**src/rtl/multu_seq.sv**
```systemverilog
// Sequential 32x32 unsigned shift-add multiplier (MULTU) with a done/ready handshake toward HI/LO.
// Optional build macro: MULTU_ZERO_SKIP_EN (a zero operand goes straight to DONE with a zero product).
module multu_seq #(
    parameter logic [5:0] MULTU = 6'b011001
) (
    input  logic        clk,
    input  logic        reset,
    input  logic [31:0] dataA,
    input  logic [31:0] dataB,
    input  logic [5:0]  Signal,
    input  logic        start,
    input  logic        out_ready,
    output logic        busy,
    output logic        done,
    output logic [63:0] product
);

    typedef enum logic [1:0] {
        IDLE = 2'd0,
        RUN  = 2'd1,
        DONE = 2'd2
    } state_t;

    state_t      state_q, state_d;
    logic [63:0] acc_q, acc_d;
    logic [31:0] mcand_q, mcand_d;
    logic [5:0]  cnt_q, cnt_d;
    logic [63:0] product_q, product_d;
    logic        busy_q, busy_d;
    logic        done_q, done_d;
    logic [32:0] sum_s;

    // One full-adder cell: returns {carry_out, sum}.
    function automatic logic [1:0] full_adder(input logic a, input logic b, input logic cin);
        return {(a & b) | (cin & (a ^ b)), a ^ b ^ cin};
    endfunction

    // 32-bit ripple-carry chain of full adders; bit 32 is the final carry.
    function automatic logic [32:0] ripple_add(input logic [31:0] a, input logic [31:0] b);
        logic [32:0] r;
        logic [1:0]  fa;
        logic        c;
        c = 1'b0;
        for (int i = 0; i < 32; i++) begin
            fa   = full_adder(a[i], b[i], c);
            r[i] = fa[0];
            c    = fa[1];
        end
        r[32] = c;
        return r;
    endfunction

    // Upper half of the accumulator plus multiplicand.
    always_comb begin
        sum_s = ripple_add(acc_q[63:32], mcand_q);
    end

    // Next-state and datapath update.
    always_comb begin
        state_d   = state_q;
        acc_d     = acc_q;
        mcand_d   = mcand_q;
        cnt_d     = cnt_q;
        product_d = product_q;
        busy_d    = busy_q;
        done_d    = done_q;
        case (state_q)
            IDLE: begin
                if (start && (Signal == MULTU)) begin
                    mcand_d = dataA;
                    acc_d   = {32'd0, dataB};
                    cnt_d   = 6'd0;
`ifdef MULTU_ZERO_SKIP_EN
                    if ((dataA == 32'd0) || (dataB == 32'd0)) begin
                        state_d   = DONE;
                        product_d = 64'd0;
                        busy_d    = 1'b1;
                        done_d    = 1'b1;
                    end else begin
                        state_d = RUN;
                        busy_d  = 1'b1;
                        done_d  = 1'b0;
                    end
`else
                    state_d = RUN;
                    busy_d  = 1'b1;
                    done_d  = 1'b0;
`endif
                end else begin
                    state_d = IDLE;
                end
            end
            RUN: begin
                if (acc_q[0]) begin
                    acc_d = {sum_s, acc_q[31:1]};
                end else begin
                    acc_d = {1'b0, acc_q[63:1]};
                end
                cnt_d = cnt_q + 6'd1;
                // Iteration with cnt == 31 is the last; publish the updated accumulator.
                if (cnt_q == 6'd31) begin
                    product_d = acc_d;
                    state_d   = DONE;
                    busy_d    = 1'b1;
                    done_d    = 1'b1;
                end else begin
                    state_d = RUN;
                end
            end
            DONE: begin
                if (out_ready) begin
                    state_d = IDLE;
                    busy_d  = 1'b0;
                    done_d  = 1'b0;
                end else begin
                    state_d = DONE;
                end
            end
            default: begin
                state_d = IDLE;
                busy_d  = 1'b0;
                done_d  = 1'b0;
            end
        endcase
    end

    // State and datapath registers with synchronous reset.
    always_ff @(posedge clk) begin
        if (reset) begin
            state_q   <= IDLE;
            acc_q     <= 64'd0;
            mcand_q   <= 32'd0;
            cnt_q     <= 6'd0;
            product_q <= 64'd0;
            busy_q    <= 1'b0;
            done_q    <= 1'b0;
        end else begin
            state_q   <= state_d;
            acc_q     <= acc_d;
            mcand_q   <= mcand_d;
            cnt_q     <= cnt_d;
            product_q <= product_d;
            busy_q    <= busy_d;
            done_q    <= done_d;
        end
    end

    assign busy    = busy_q;
    assign done    = done_q;
    assign product = product_q;

endmodule

```
**config.mk**
```make
export PLATFORM = sky130hd
export DESIGN_NAME = multu_seq
export DESIGN_NICKNAME = d
export VERILOG_FILES = /design/src/rtl/multu_seq.sv
export SDC_FILE = /design/constraint.sdc
export NUM_CORES = 1
export LEC_CHECK = 0
export CORE_MARGIN = 2
export CORE_UTILIZATION = 55
export CTS_CLUSTER_DIAMETER = 50
export DETAILED_ROUTE_END_ITERATION = 10
export PLACE_DENSITY = 0.88
export SLEW_MARGIN = 5
export SYNTH_ARGS = -nofsm -noshare
export SYNTH_HDL_FRONTEND = slang
export SYNTH_SLANG_ARGS = --single-unit
```
**constraint.sdc**
```tcl
create_clock -name clk -period 26.4 [get_ports clk]
set_clock_uncertainty 0.15 [all_clocks]
set_input_delay 2.64 -clock clk [delete_from_list [all_inputs] [get_ports clk]]
set_output_delay 2.64 -clock clk [all_outputs]
set_load 0.03 [all_outputs]
```
* Word level (Yosys, flattened, before mapping)
Cells that the tools add are included.
Storage, ports and cells: bits in registers 170, output and inout port bits 66, logic and storage cells 194
Cells by class: add/sub/neg operators 1, eq/ne operators 7, multiplexer cells 15, bitwise logic cells 157, reduce and logical (&&, ||, !) cells 7
Operators with widths (number):
- $mux 64 | 2
- $pmux 64 s2 | 1
- $and 1x1->1 | 63
- $xor 1x1->1 | 63
- $or 1x1->1 | 31
- $eq 6x5->1 const B | 2
- $pmux 6 s2 | 1
- $add 6x1->6 const B | 1
- $mux 6 | 1
- $ne 2x2->1 const B | 3
- $pmux 1 s3 | 2
- $pmux 2 s3 | 1
- $reduce_and 2->1 | 3
- $mux 1 | 5
- $mux 2 | 2
- $reduce_and 3->1 | 1
- $eq 2x1->1 const B | 1
- $eq 2x2->1 const B | 1
- $logic_not 2->1 | 1
- $reduce_bool 2->1 | 1
- $logic_and 1x1->1 | 1

* Longest topological paths before layout
depth in word-level cells 65, gate-level depth with buffers 42, depth with buffers taken out 42

* Worst setup path before layout
OpenSTA, ideal clock, no wires.
path type reg2reg, start point register acc_q[32], end point register product_q[62] (netlist: product[62]), library setup time 128 ps, arrival 12191 ps, required time 26122 ps, path slack 13932 ps, cell stages (with the launch flop) 43, path buffers 0, clock period less this slack 12468 ps, cells stage by stage dfxtp_1 > ha_1 > inv_1 > fa_1 > fa_1 > fa_1 > fa_1 > fa_1 > fa_1 > fa_1 > fa_1 > fa_1 > fa_1 > fa_1 > fa_1 > fa_1 > fa_1 > fa_1 > [7 not listed] > inv_1 > fa_1 > inv_1 > fa_1 > fa_1 > inv_1 > fa_1 > fa_1 > inv_1 > fa_1 > fa_1 > fa_1 > inv_1 > fa_1 > mux2i_1 > nor2_1 > a22oi_1 > nor2_1
Between the ends: longest elaborated chain between the ends 63
Ends and longest elaborated chain:
- start: declaration | RTL line 25 | logic [63:0] acc_q, acc_d;
- start signal: assignment | RTL line 131 | acc_q <= 64'd0;
- start signal: assignment | RTL line 139 | acc_q <= acc_d;
- $and 1x1->1 (2 in a row) | RTL line 35 | return {(a & b) | (cin & (a ^ b)), a ^ b ^ cin};
- $or 1x1->1 | RTL line 35
- $and 1x1->1 | RTL line 35
- $or 1x1->1 | RTL line 35
- $and 1x1->1 | RTL line 35
- $or 1x1->1 | RTL line 35
- $and 1x1->1 | RTL line 35
- $or 1x1->1 | RTL line 35
- [46 not listed]
- $and 1x1->1 | RTL line 35
- $or 1x1->1 | RTL line 35
- $and 1x1->1 | RTL line 35
- $or 1x1->1 | RTL line 35
- $and 1x1->1 | RTL line 35
- $or 1x1->1 | RTL line 35
- $xor 1x1->1 | RTL line 35
- $mux 64 | RTL line 94 | if (acc_q[0]) begin
- end signal: assignment | RTL line 142 | product_q <= product_d;
- end: declaration | RTL line 28 | logic [63:0] product_q, product_d;
Every way passes these cells. A chain may end at the register's enable or synchronous reset.

* Worst setup path in the final report
Ends and elaborated chain as after synthesis.

==> flow_metrics.env <==
export IMPL_p_leak_nw=2.92
export IMPL_drtPass1Iterations=5
export IMPL_synth_common_cells="nand2_1, dfxtp_1, a21oi_1"
export IMPL_ant_nets=0
export IMPL_hp_class="register to register"
export IMPL_nFillCells=1060
export IMPL_cp_max_fo=3
export IMPL_area_sequential_um2=3400
export IMPL_syn_inst=929
export IMPL_syn_num_nets=1036
export IMPL_drc=0
export IMPL_drt_iter0_drc=595
export IMPL_ctsHoldBuffers=0
export IMPL_grt_pass1_wl_um=30500
export IMPL_hold_viol=0
export IMPL_antenna_found_initial=0
export IMPL_globalplace_congestion=0.787
export IMPL_nets=1123
export IMPL_power_frac_comb_pct=4.0
export IMPL_diodes=0
export IMPL_gr_total_overflow=0
export IMPL_p_switching_mw=0.105
export IMPL_post_cts_buffers=0
export IMPL_slew_viol_final=0
export IMPL_synthMostInstantiatedCell="nand2_1"
export IMPL_placed_area_um2=8890
export IMPL_p_sw_share_pct=20.8
export IMPL_wl_per_cell_um=15.3
export IMPL_slowest_delay_ps=420
export IMPL_wl_um=18300
export IMPL_initial_core_util_pct=56.7
export IMPL_clk_pin_slew_worst_paths_ps=60
export IMPL_synth_top_cell_area_share_pct=44.9
export IMPL_boundaryPins=140
export IMPL_clk_latency_ps=430
export IMPL_p_clk_share_pct=44.7
export IMPL_syn_avg_cell_area_um2=8.15
export IMPL_rsz0062_at_grt="no"
export IMPL_ys_top_cells_by_area="dfxtp_1, nand2_1, fa_1, a21oi_1, nor3_1"
export IMPL_vdd_drop_max_mv=0.0533
export IMPL_synth_edf_count=0
export IMPL_cts_resized=0
export IMPL_num_rows=42
export IMPL_coreArea_um2=13300
export IMPL_h_tree_depth=4
export IMPL_post_place_ws_ps=13280
export IMPL_p_int_mw=0.400
export IMPL_drive_above_1_share_pct=4.10
export IMPL_finalSetupViolations=0
export IMPL_fin_ws_ps=13230
export IMPL_cap_viol_max_count=0
export IMPL_synth_warnings=0
export IMPL_cts_buffer_depth=2
export IMPL_grt_usage_pct=26.0
export IMPL_multi_input_area_um2=3590
export IMPL_via_per_inst=5.59
export IMPL_post_route_min_period_ps=13170
export IMPL_max_freq_mhz=75.9
export IMPL_grt_max_degree=106
export IMPL_die_y_um=121
export IMPL_cp_start_kind="register"
export IMPL_crit_arrival_ps=13300
export IMPL_cts_buffers=17
export IMPL_ys_seq_area_share_pct=44.9
export IMPL_timing_slew_headroom_pct=25.4
export IMPL_cp_slowest_cell="fa_1"
export IMPL_synth_cell_types=44
export IMPL_fin_crit_sh_pct=49.9
export IMPL_cts_num_sinks=170
export IMPL_seq_power_share_pct=51.3
export IMPL_area_growth_pct=24.2
export IMPL_critical_path_required_ps=26540
export IMPL_worst_slew_pin_slew_ps=1120
export IMPL_cts_tree="yes"
export IMPL_die_area_um2=14700
export IMPL_dp_hpwl_um=11900
export IMPL_power_density_nw_per_um2=53.6
export IMPL_final_cell_area_um2=9410
export IMPL_synth_top_cell_by_area="dfxtp_1"
export IMPL_synthArstFlopShare_pct=0
export IMPL_worstSetupEndpointType="register"
export IMPL_cts_root_buf="clkbuf_16"
export IMPL_vias=6718
export IMPL_path_class="register to register"
export IMPL_grt_pass1_vias=6302
export IMPL_syn_area_um2=7570
export IMPL_port_buffer_count=139
export IMPL_ys_ff_latch=170
export IMPL_path_common_cell="fa_1"
export IMPL_synth_ff_type="dfxtp_1"
export IMPL_status="completed"
export IMPL_die_w_um=121
export IMPL_setup_tns_ps=0
final cells by class:
cell class              instances  area share, %
multi-input cells             621           38.2
clock buffers                  26           5.41
clock inverters                 2          0.133
inverters                      60           2.39
repair buffers                146           15.3
flip-flops and latches        170           36.2
well taps                     176           2.34
final timing paths:
check,endpoint,cells after the start,slack [ps],startpoint
setup / recovery,product[62]$_SDFFE_PP0P_,42,13230,acc_q[32]$_SDFFE_PP0P_
hold / removal,product[59]$_SDFFE_PP0P_,2,300,product[59]$_SDFFE_PP0P_
setup reg to reg,product[62]$_SDFFE_PP0P_,42,13230,acc_q[32]$_SDFFE_PP0P_
hold reg to reg,product[59]$_SDFFE_PP0P_,2,300,product[59]$_SDFFE_PP0P_
through the flow:
step / total power [mW] / util (%) / std cells / hold slack [ps]
detailed placement: 0.284 / 66.6 / 1173 / 294
global route: 0.519 / 70.5 / 1201 / 316
global placement: 0.284 / 66.6 / 1173 / 287
finish: 0.505 / 70.5 / 1201 / 298
floorplan: 0.272 / - / 929 / 286
CTS: 0.507 / 70.5 / 1201 / 300
critical path: cells and delay by family, from the launching register on:
kind,cells,cell delay (ps)
AOI/OAI and AO/OA,1,180
and+or+nand+nor,2,120
muxes,1,190
DFF,1,360
buffers and inverters,6,400
adders and majority gates,32,11610
layer usage:
| metal | part of all wire, % | track usage [%] | vias up |
|---|---|---|---|
| li1 | - | - | 3299 |
| met4 | 1.7 | 9.34 | 0 |
| met5 | 0 | 0 | - |
| met1 | 43 | 34.1 | 3162 |
| met3 | 5.4 | 5.26 | 33 |
| met2 | 50 | 42.7 | 224 |
registers in the layout, indices dropped and copies added, names as in the netlist:
name	count
state_q	2
busy	1
product	64
mcand_q	32
cnt_q	6
done	1
acc_q	64
logic make-up after synthesis:
group,synth area share (%)
AO/OA/AOI/OAI,13.4
adder cells (fa/ha/maj),8.52
AND/OR/NAND/NOR,24.4
multiplexers,0.661
buffers and inverters,8.01
flip-flops,44.9
XOR/XNOR,0.116
cell usage in the layout (no fill, tap or decap), types with 2 or more instances in the layout:
| cell type | n |
|---|---|
| a21oi_1 | 98 |
| a22oi_1 | 4 |
| a311oi_1 | 2 |
| buf_4 | 8 |
| clkbuf_1 | 4 |
| clkbuf_16 | 17 |
| clkbuf_8 | 5 |
| clkdlybuf4s50_1 | 138 |
| dfxtp_1 | 169 |
| fa_1 | 31 |
| ha_1 | 2 |
| inv_1 | 60 |
| mux2i_1 | 5 |
| nand2_1 | 218 |
| nand2b_1 | 4 |
| nand3_1 | 5 |
| nand3_2 | 2 |
| nor2_1 | 44 |
| nor3_1 | 64 |
| nor4_1 | 30 |
| o211ai_1 | 27 |
| o21ai_0 | 26 |
| o21ai_1 | 6 |
| o31ai_1 | 4 |
| or4_1 | 27 |
power groups by stage:
stage | sequential [mW] | combinational, mW | clock, mW
floorplan | 0.264 | 0.00788 | 0
CTS | 0.259 | 0.0203 | 0.228
global route | 0.259 | 0.0218 | 0.239
global placement | 0.264 | 0.0201 | 0
finish | 0.259 | 0.0203 | 0.226
detailed placement | 0.264 | 0.0202 | 0
(Power assumes the default switching activity.)
